[config.mk]
export PLATFORM = sky130hd
export DESIGN_NAME = median_window_scheduler
export DESIGN_NICKNAME = d
export VERILOG_FILES = /design/src/rtl/median_window_scheduler.sv
export SDC_FILE = /design/constraint.sdc
export NUM_CORES = 1
export LEC_CHECK = 0
export ABC_CLOCK_PERIOD_IN_PS = 3400
export CORE_ASPECT_RATIO = 1.25
export CORE_UTILIZATION = 25
export DETAILED_ROUTE_END_ITERATION = 10
export DONT_BUFFER_PORTS = 1
export PLACE_DENSITY = 0.39
export SLEW_MARGIN = 20
export SYNTH_ARGS = -nofsm -noshare
export SYNTH_HDL_FRONTEND = slang
export SYNTH_SLANG_ARGS = --single-unit
[constraint.sdc]
create_clock -name clk -period 3.4 [get_ports clk]
set_input_delay 0.51 -clock clk [delete_from_list [all_inputs] [get_ports clk]]
set_output_delay 0.51 -clock clk [all_outputs]
set_load 0.02 [all_outputs]
[src/rtl/median_window_scheduler.sv]
// Walks every interior 3x3 window of a frame buffer and streams its nine taps,
// in raster order, to the median datapath, with a one-cycle gap between windows.
module median_window_scheduler #(
    parameter int IMG_W = 128,
    parameter int IMG_H = 128
) (
    input  logic        clk,
    input  logic        reset,
    input  logic        start,
    input  logic        hold,
    output logic        busy,
    output logic        done,
    output logic        rdEn,
    output logic [7:0]  rdAddrX,
    output logic [7:0]  rdAddrY,
    input  logic        rdData,
    output logic        dataValid,
    output logic        dataOut,
    output logic [7:0]  xAddressOut,
    output logic [7:0]  yAddressOut,
    output logic [15:0] windowCount
);

    typedef enum logic [2:0] {IDLE, FETCH, GAP, WAIT, DONE} state_t;

    localparam logic [7:0] LAST_X = 8'(IMG_W - 2);
    localparam logic [7:0] LAST_Y = 8'(IMG_H - 2);

    state_t      state, stateNext;
    logic [7:0]  cx, cy;
    logic [3:0]  k;
    logic        lastWin;
    logic        launch;
    logic        doneQ;
    logic        vld_p1;
    logic [7:0]  xAddr_p1, yAddr_p1;

    function automatic logic [1:0] tapCol(input logic [3:0] tap);
        case (tap)
            4'd1, 4'd4, 4'd7: tapCol = 2'd1;
            4'd2, 4'd5, 4'd8: tapCol = 2'd2;
            default:          tapCol = 2'd0;
        endcase
    endfunction

    function automatic logic [1:0] tapRow(input logic [3:0] tap);
        if (tap >= 4'd6)      tapRow = 2'd2;
        else if (tap >= 4'd3) tapRow = 2'd1;
        else                  tapRow = 2'd0;
    endfunction

    function automatic logic [15:0] satInc(input logic [15:0] v);
        satInc = (v == 16'hFFFF) ? v : v + 16'd1;
    endfunction

    assign lastWin = (cx == LAST_X) && (cy == LAST_Y);
    // A start coinciding with the done pulse must not relaunch the pass.
    assign launch  = (state == IDLE) && start && !doneQ;

    always_comb begin
        stateNext = state;
        rdEn      = 1'b0;
        rdAddrX   = 8'd0;
        rdAddrY   = 8'd0;
        case (state)
            IDLE:  if (launch) stateNext = FETCH;
            FETCH: begin
                rdEn    = 1'b1;
                rdAddrX = cx - 8'd1 + {6'd0, tapCol(k)};
                rdAddrY = cy - 8'd1 + {6'd0, tapRow(k)};
                if (k == 4'd8) stateNext = GAP;
            end
            GAP: begin
                if (lastWin)   stateNext = DONE;
                else if (hold) stateNext = WAIT;
                else           stateNext = FETCH;
            end
            WAIT:  if (!hold) stateNext = FETCH;
            DONE:  stateNext = IDLE;
            default: stateNext = IDLE;
        endcase
    end

    assign busy = (state != IDLE);
    assign done = doneQ;

    always_ff @(posedge clk or negedge reset) begin
        if (!reset) begin
            state       <= IDLE;
            cx          <= 8'd0;
            cy          <= 8'd0;
            k           <= 4'd0;
            windowCount <= 16'd0;
            doneQ       <= 1'b0;
        end else begin
            state <= stateNext;
            doneQ <= (state == DONE);
            if (launch) begin
                cx          <= 8'd1;
                cy          <= 8'd1;
                k           <= 4'd0;
                windowCount <= 16'd0;
            end
            if (state == FETCH) k <= (k == 4'd8) ? 4'd0 : k + 4'd1;
            if (state == GAP) begin
                windowCount <= satInc(windowCount);
                if (cx < LAST_X) begin
                    cx <= cx + 8'd1;
                end else begin
                    cx <= 8'd1;
                    cy <= cy + 8'd1;
                end
            end
        end
    end

    // Stage p1: read strobe and address aligned with the returning pixel.
    always_ff @(posedge clk or negedge reset) begin
        if (!reset) begin
            vld_p1   <= 1'b0;
            xAddr_p1 <= 8'd0;
            yAddr_p1 <= 8'd0;
        end else begin
            vld_p1   <= rdEn;
            xAddr_p1 <= rdAddrX;
            yAddr_p1 <= rdAddrY;
        end
    end

    assign dataValid   = vld_p1;
    assign xAddressOut = xAddr_p1;
    assign yAddressOut = yAddr_p1;
    assign dataOut     = rdData;

endmodule

==> results.cfg <==
[status]
run_status = finished with violations
violations = negative setup slack

[clocking]
tritoncts = done
cts-root-to-sink-buffers = 2
worst_setup_hold_path_clk_slew_ns = 0.05
cts.sinks = 57
cts_max_level = 3
cts_root_buf = sky130_fd_sc_hd__clkbuf_16
clkLatencyLatePin_ns = 0.33
cts-buffers-inserted = 9

[synthesis]
syn-mean-instance-area_sq_um = 9.54
ys_dominant_reg_cell = sky130_fd_sc_hd__dfrtp_1
ys.warnings.count = 0
yosys_top_cell_by_area = sky130_fd_sc_hd__dfrtp_1
synthArstFlopShare_pct = 100
synth.top_cells.by_area = sky130_fd_sc_hd__dfrtp_1, sky130_fd_sc_hd__ha_1, sky130_fd_sc_hd__mux2i_1, sky130_fd_sc_hd__nand2_1, sky130_fd_sc_hd__inv_1
post_synth_inst_count = 368
syn-num-nets = 410
netlist_area_sq_mm = 0.00351
synth_seq_area_share_pct = 40.6
yosysTopAreaCellShare_pct = 40.6
yosys_register_bits = 57
synth_cell_type_count = 54
synth-edff-count = 0

[critical_path]
setup.reg_to_reg.worst_slack_ns = 0.67
crit_fanout = 4
cp_num_cells = 11
timing.critical_path.to = rdAddrX[7]
worst_setup_path_end_kind = output pin
ff2ff_path_depth = 11
timing.critical_path.buf_inv = 2
crit_path_start = k[1]
critical_path.cell_chain = inv_2 > ha_2 > or3_1 > o211ai_1 > ha_2 > inv_2 > ha_4 > fa_2 > a21oi_4 > o21ai_2 > o211ai_1
path_delay_family = adder cells
arrival_time_reported_for_the_critical_path_endpoint_ns = 2.90
peak_per_stage_delay_on_the_critical_path_ns = 0.45
crit_path_start_kind = register
worst_path_required_ns = 2.89
path_class = reg2out
reg2reg_to = xAddressOut[7]
timing.rr.start = k[1]
cp_slowest_cell = sky130_fd_sc_hd__o211ai_1

[layout]
num_antenna_cells = 0
design_area_sq_mm = 0.00419
layout_overhead_on_the_synthesized_area_pct = 19.3
nNetsFinal = 429
most-common-layout-cells = sky130_fd_sc_hd__dfrtp_1, sky130_fd_sc_hd__nand2_1, sky130_fd_sc_hd__inv_1
layout.cells.most_common = sky130_fd_sc_hd__dfrtp_1
post_route_non_filler_standard_cell_count = 565
fraction_of_layout_instances_using_a_drive_strength_above_1_pct = 15.6

[timing]
final-max-slew-violation-count = 0
period_minus_slack_ns = 3.41
maxSlewHeadroom_pct = 40.9
timing_worst_slew_pin_value_ns = 0.885
highest_clock_rate_mhz = 294
fin_tns_setup_ns = -0.00520
rsz_0062_raised_after_global_routing = yes
finClkSkew_ns = 0.00490
layout_worst_path_cycle_share_pct = 100
final-setup-viol-count = 1
timing.final.ws_setup_ns = -0.00520
finalHoldViolations = 0

[grt]
grt_antenna_before_repair = 0
first_global_vias = 2757
global_router_s_overall_resource_usage_pct = 13.3
grt_max_degree = 58
grt_overflow = 0
first_pass_grt_wire_length_um = 14500

[power_and_ir_drop]
power_density_mw_per_mm2 = 1040
power_mw = 4.36
power.ir.vdd_worst_mv = 0.267
power_leakage_nw = 1.88

[place]
portBuffers = 0
pre_cts_worst_setup_slack_ns = 0.0526
placedInstanceArea_sq_mm = 0.00373
place.detailed.hpwl_um = 6210
place.detailed.instances = 541
finalWeightedCongestion = 0.798

[die]
start_util_pct = 25.5
die-area_sq_mm = 0.0145
floorplan.core_area_sq_mm = 0.0138
top_level_ports = 58
die_width_um = 108
die_height_um = 134
rows = 48

[min_path]
hold_class = in2async

[route]
totalWireLength_um = 8790
ant_nets = 0
drt_first_iter_violations = 99
post_drt_wl_per_cell_um = 15.6
route.detailed.vias_per_inst = 4.88
drc = 0
routed-via-count = 2757
detail_route.first_pass.iterations = 4

[job]
drv.max_cap_violation_count = 0
==> stage by stage <==
stage,utilization (%),hold slack [ns]
final,30.4,0.0494
after floorplan,-,0.214
after global placement,27.2,0.216
after global routing,30.4,0.0725
after detailed placement,27.2,0.216
after CTS,30.0,0.0512
==> report_power, final <==
| group | internal [mW] | switching [mW] | total [mW] |
|---|---|---|---|
| logic | 0.936 | 1.33 | 2.27 |
| registers | 0.891 | 0.370 | 1.26 |
| clock network | 0.525 | 0.309 | 0.833 |
| total | 2.35 | 2.01 | 4.36 |
==> worst reg2reg max path, cell delays in order (launching register included) <==
cell and delay [ns]:
sky130_fd_sc_hd__dfrtp_1 0.40, sky130_fd_sc_hd__inv_2 0.05, sky130_fd_sc_hd__ha_2 0.17, sky130_fd_sc_hd__or3_1 0.37, sky130_fd_sc_hd__o211ai_1 0.11, sky130_fd_sc_hd__ha_2 0.20, sky130_fd_sc_hd__inv_2 0.04, sky130_fd_sc_hd__ha_4 0.16
sky130_fd_sc_hd__fa_2 0.37, sky130_fd_sc_hd__a21oi_4 0.15, sky130_fd_sc_hd__o21ai_2 0.09, sky130_fd_sc_hd__o211ai_1 0.45
==> sequential cells by signal, summed over array words and instances, names as in the netlist <==
register     cells
done             1
yAddressOut      8
state            3
xAddressOut      8
windowCount     16
dataValid        1
k                4
cx               8
cy               8
==> area by class of cell <==
class                           instances  area, sq um
Tap cell                              175          219
Fill cell                            1438         9570
Clock buffer                           14          264
Inverter                               36          135
Multi-Input combinational cell        265         1980
Timing Repair Buffer                   18          159
Sequential cell                        57         1430
==> Yosys cell counts, types with 2 or more instances <==
cell type and number:
sky130_fd_sc_hd__nor2_1 24, sky130_fd_sc_hd__fa_1 2, sky130_fd_sc_hd__and2_1 5, sky130_fd_sc_hd__o211ai_1 7
sky130_fd_sc_hd__dfrtp_1 57, sky130_fd_sc_hd__xnor2_1 4, sky130_fd_sc_hd__o31ai_1 3, sky130_fd_sc_hd__a211oi_1 8
sky130_fd_sc_hd__nor2b_1 4, sky130_fd_sc_hd__or3_1 2, sky130_fd_sc_hd__nor3b_2 2, sky130_fd_sc_hd__o21ai_0 20
sky130_fd_sc_hd__nand4b_1 3, sky130_fd_sc_hd__inv_1 35, sky130_fd_sc_hd__ha_1 35, sky130_fd_sc_hd__clkbuf_1 2
sky130_fd_sc_hd__a21oi_1 11, sky130_fd_sc_hd__a31oi_1 9, sky130_fd_sc_hd__nor3b_1 7, sky130_fd_sc_hd__buf_2 4
sky130_fd_sc_hd__nand4_1 13, sky130_fd_sc_hd__mux2i_1 14, sky130_fd_sc_hd__buf_1 2, sky130_fd_sc_hd__a41o_1 2
sky130_fd_sc_hd__and3_1 6, sky130_fd_sc_hd__or3b_1 2, sky130_fd_sc_hd__nand2_1 36, sky130_fd_sc_hd__nand3_1 13
sky130_fd_sc_hd__nor3_1 9, sky130_fd_sc_hd__nor3_2 2, sky130_fd_sc_hd__a21o_1 2
==> logic make-up (layout without fill, tap and decap cells) <==
| group | Yosys count | after routing | synth area share [%] |
|---|---|---|---|
| and+or+nand+nor | 135 | 135 | 20.7 |
| AOI/OAI and AO/OA | 75 | 75 | 14.7 |
| DFF | 57 | 57 | 40.6 |
| buffers and inverters | 46 | 68 | 5.38 |
| adders and majority gates | 37 | 37 | 13.6 |
| muxes | 14 | 14 | 3.99 |
| xor gates and xnor gates | 4 | 4 | 0.998 |
==> layer usage <==
| metal | up-vias | global-route usage, % | routed length [um] |
|---|---|---|---|
| met5 | - | 0 | 0 |
| met4 | 0 | 8.14 | 240 |
| met3 | 15 | 3.38 | 452 |
| met2 | 65 | 21.4 | 4240 |
| met1 | 1321 | 15.7 | 3860 |
| li1 | 1356 | - | - |
==> worst min-delay path by stage <==
stage	start	endpoint	slack (ns)	depth (start not counted)
after floorplan	reset	cx[0]	0.21	0
after global placement	reset	yAddressOut[3]	0.22	0
after detailed placement	reset	yAddressOut[4]	0.22	0
after CTS	reset	yAddressOut[4]	0.05	1
after global routing	reset	yAddressOut[0]	0.07	1
final	reset	yAddressOut[5]	0.05	1
==> repair_timing <==
| action | in CTS | in global routing |
|---|---|---|
| setup buffers | 8 | 1 |
| pin swaps | 10 | 9 |
| setup endpoints to repair | 4 | 8 |
| endpoints found under the hold margin | 57 | 0 |
| resized for setup | 17 | 12 |
| hold buffers | 1 | 0 |
(Power assumes the default switching activity.)
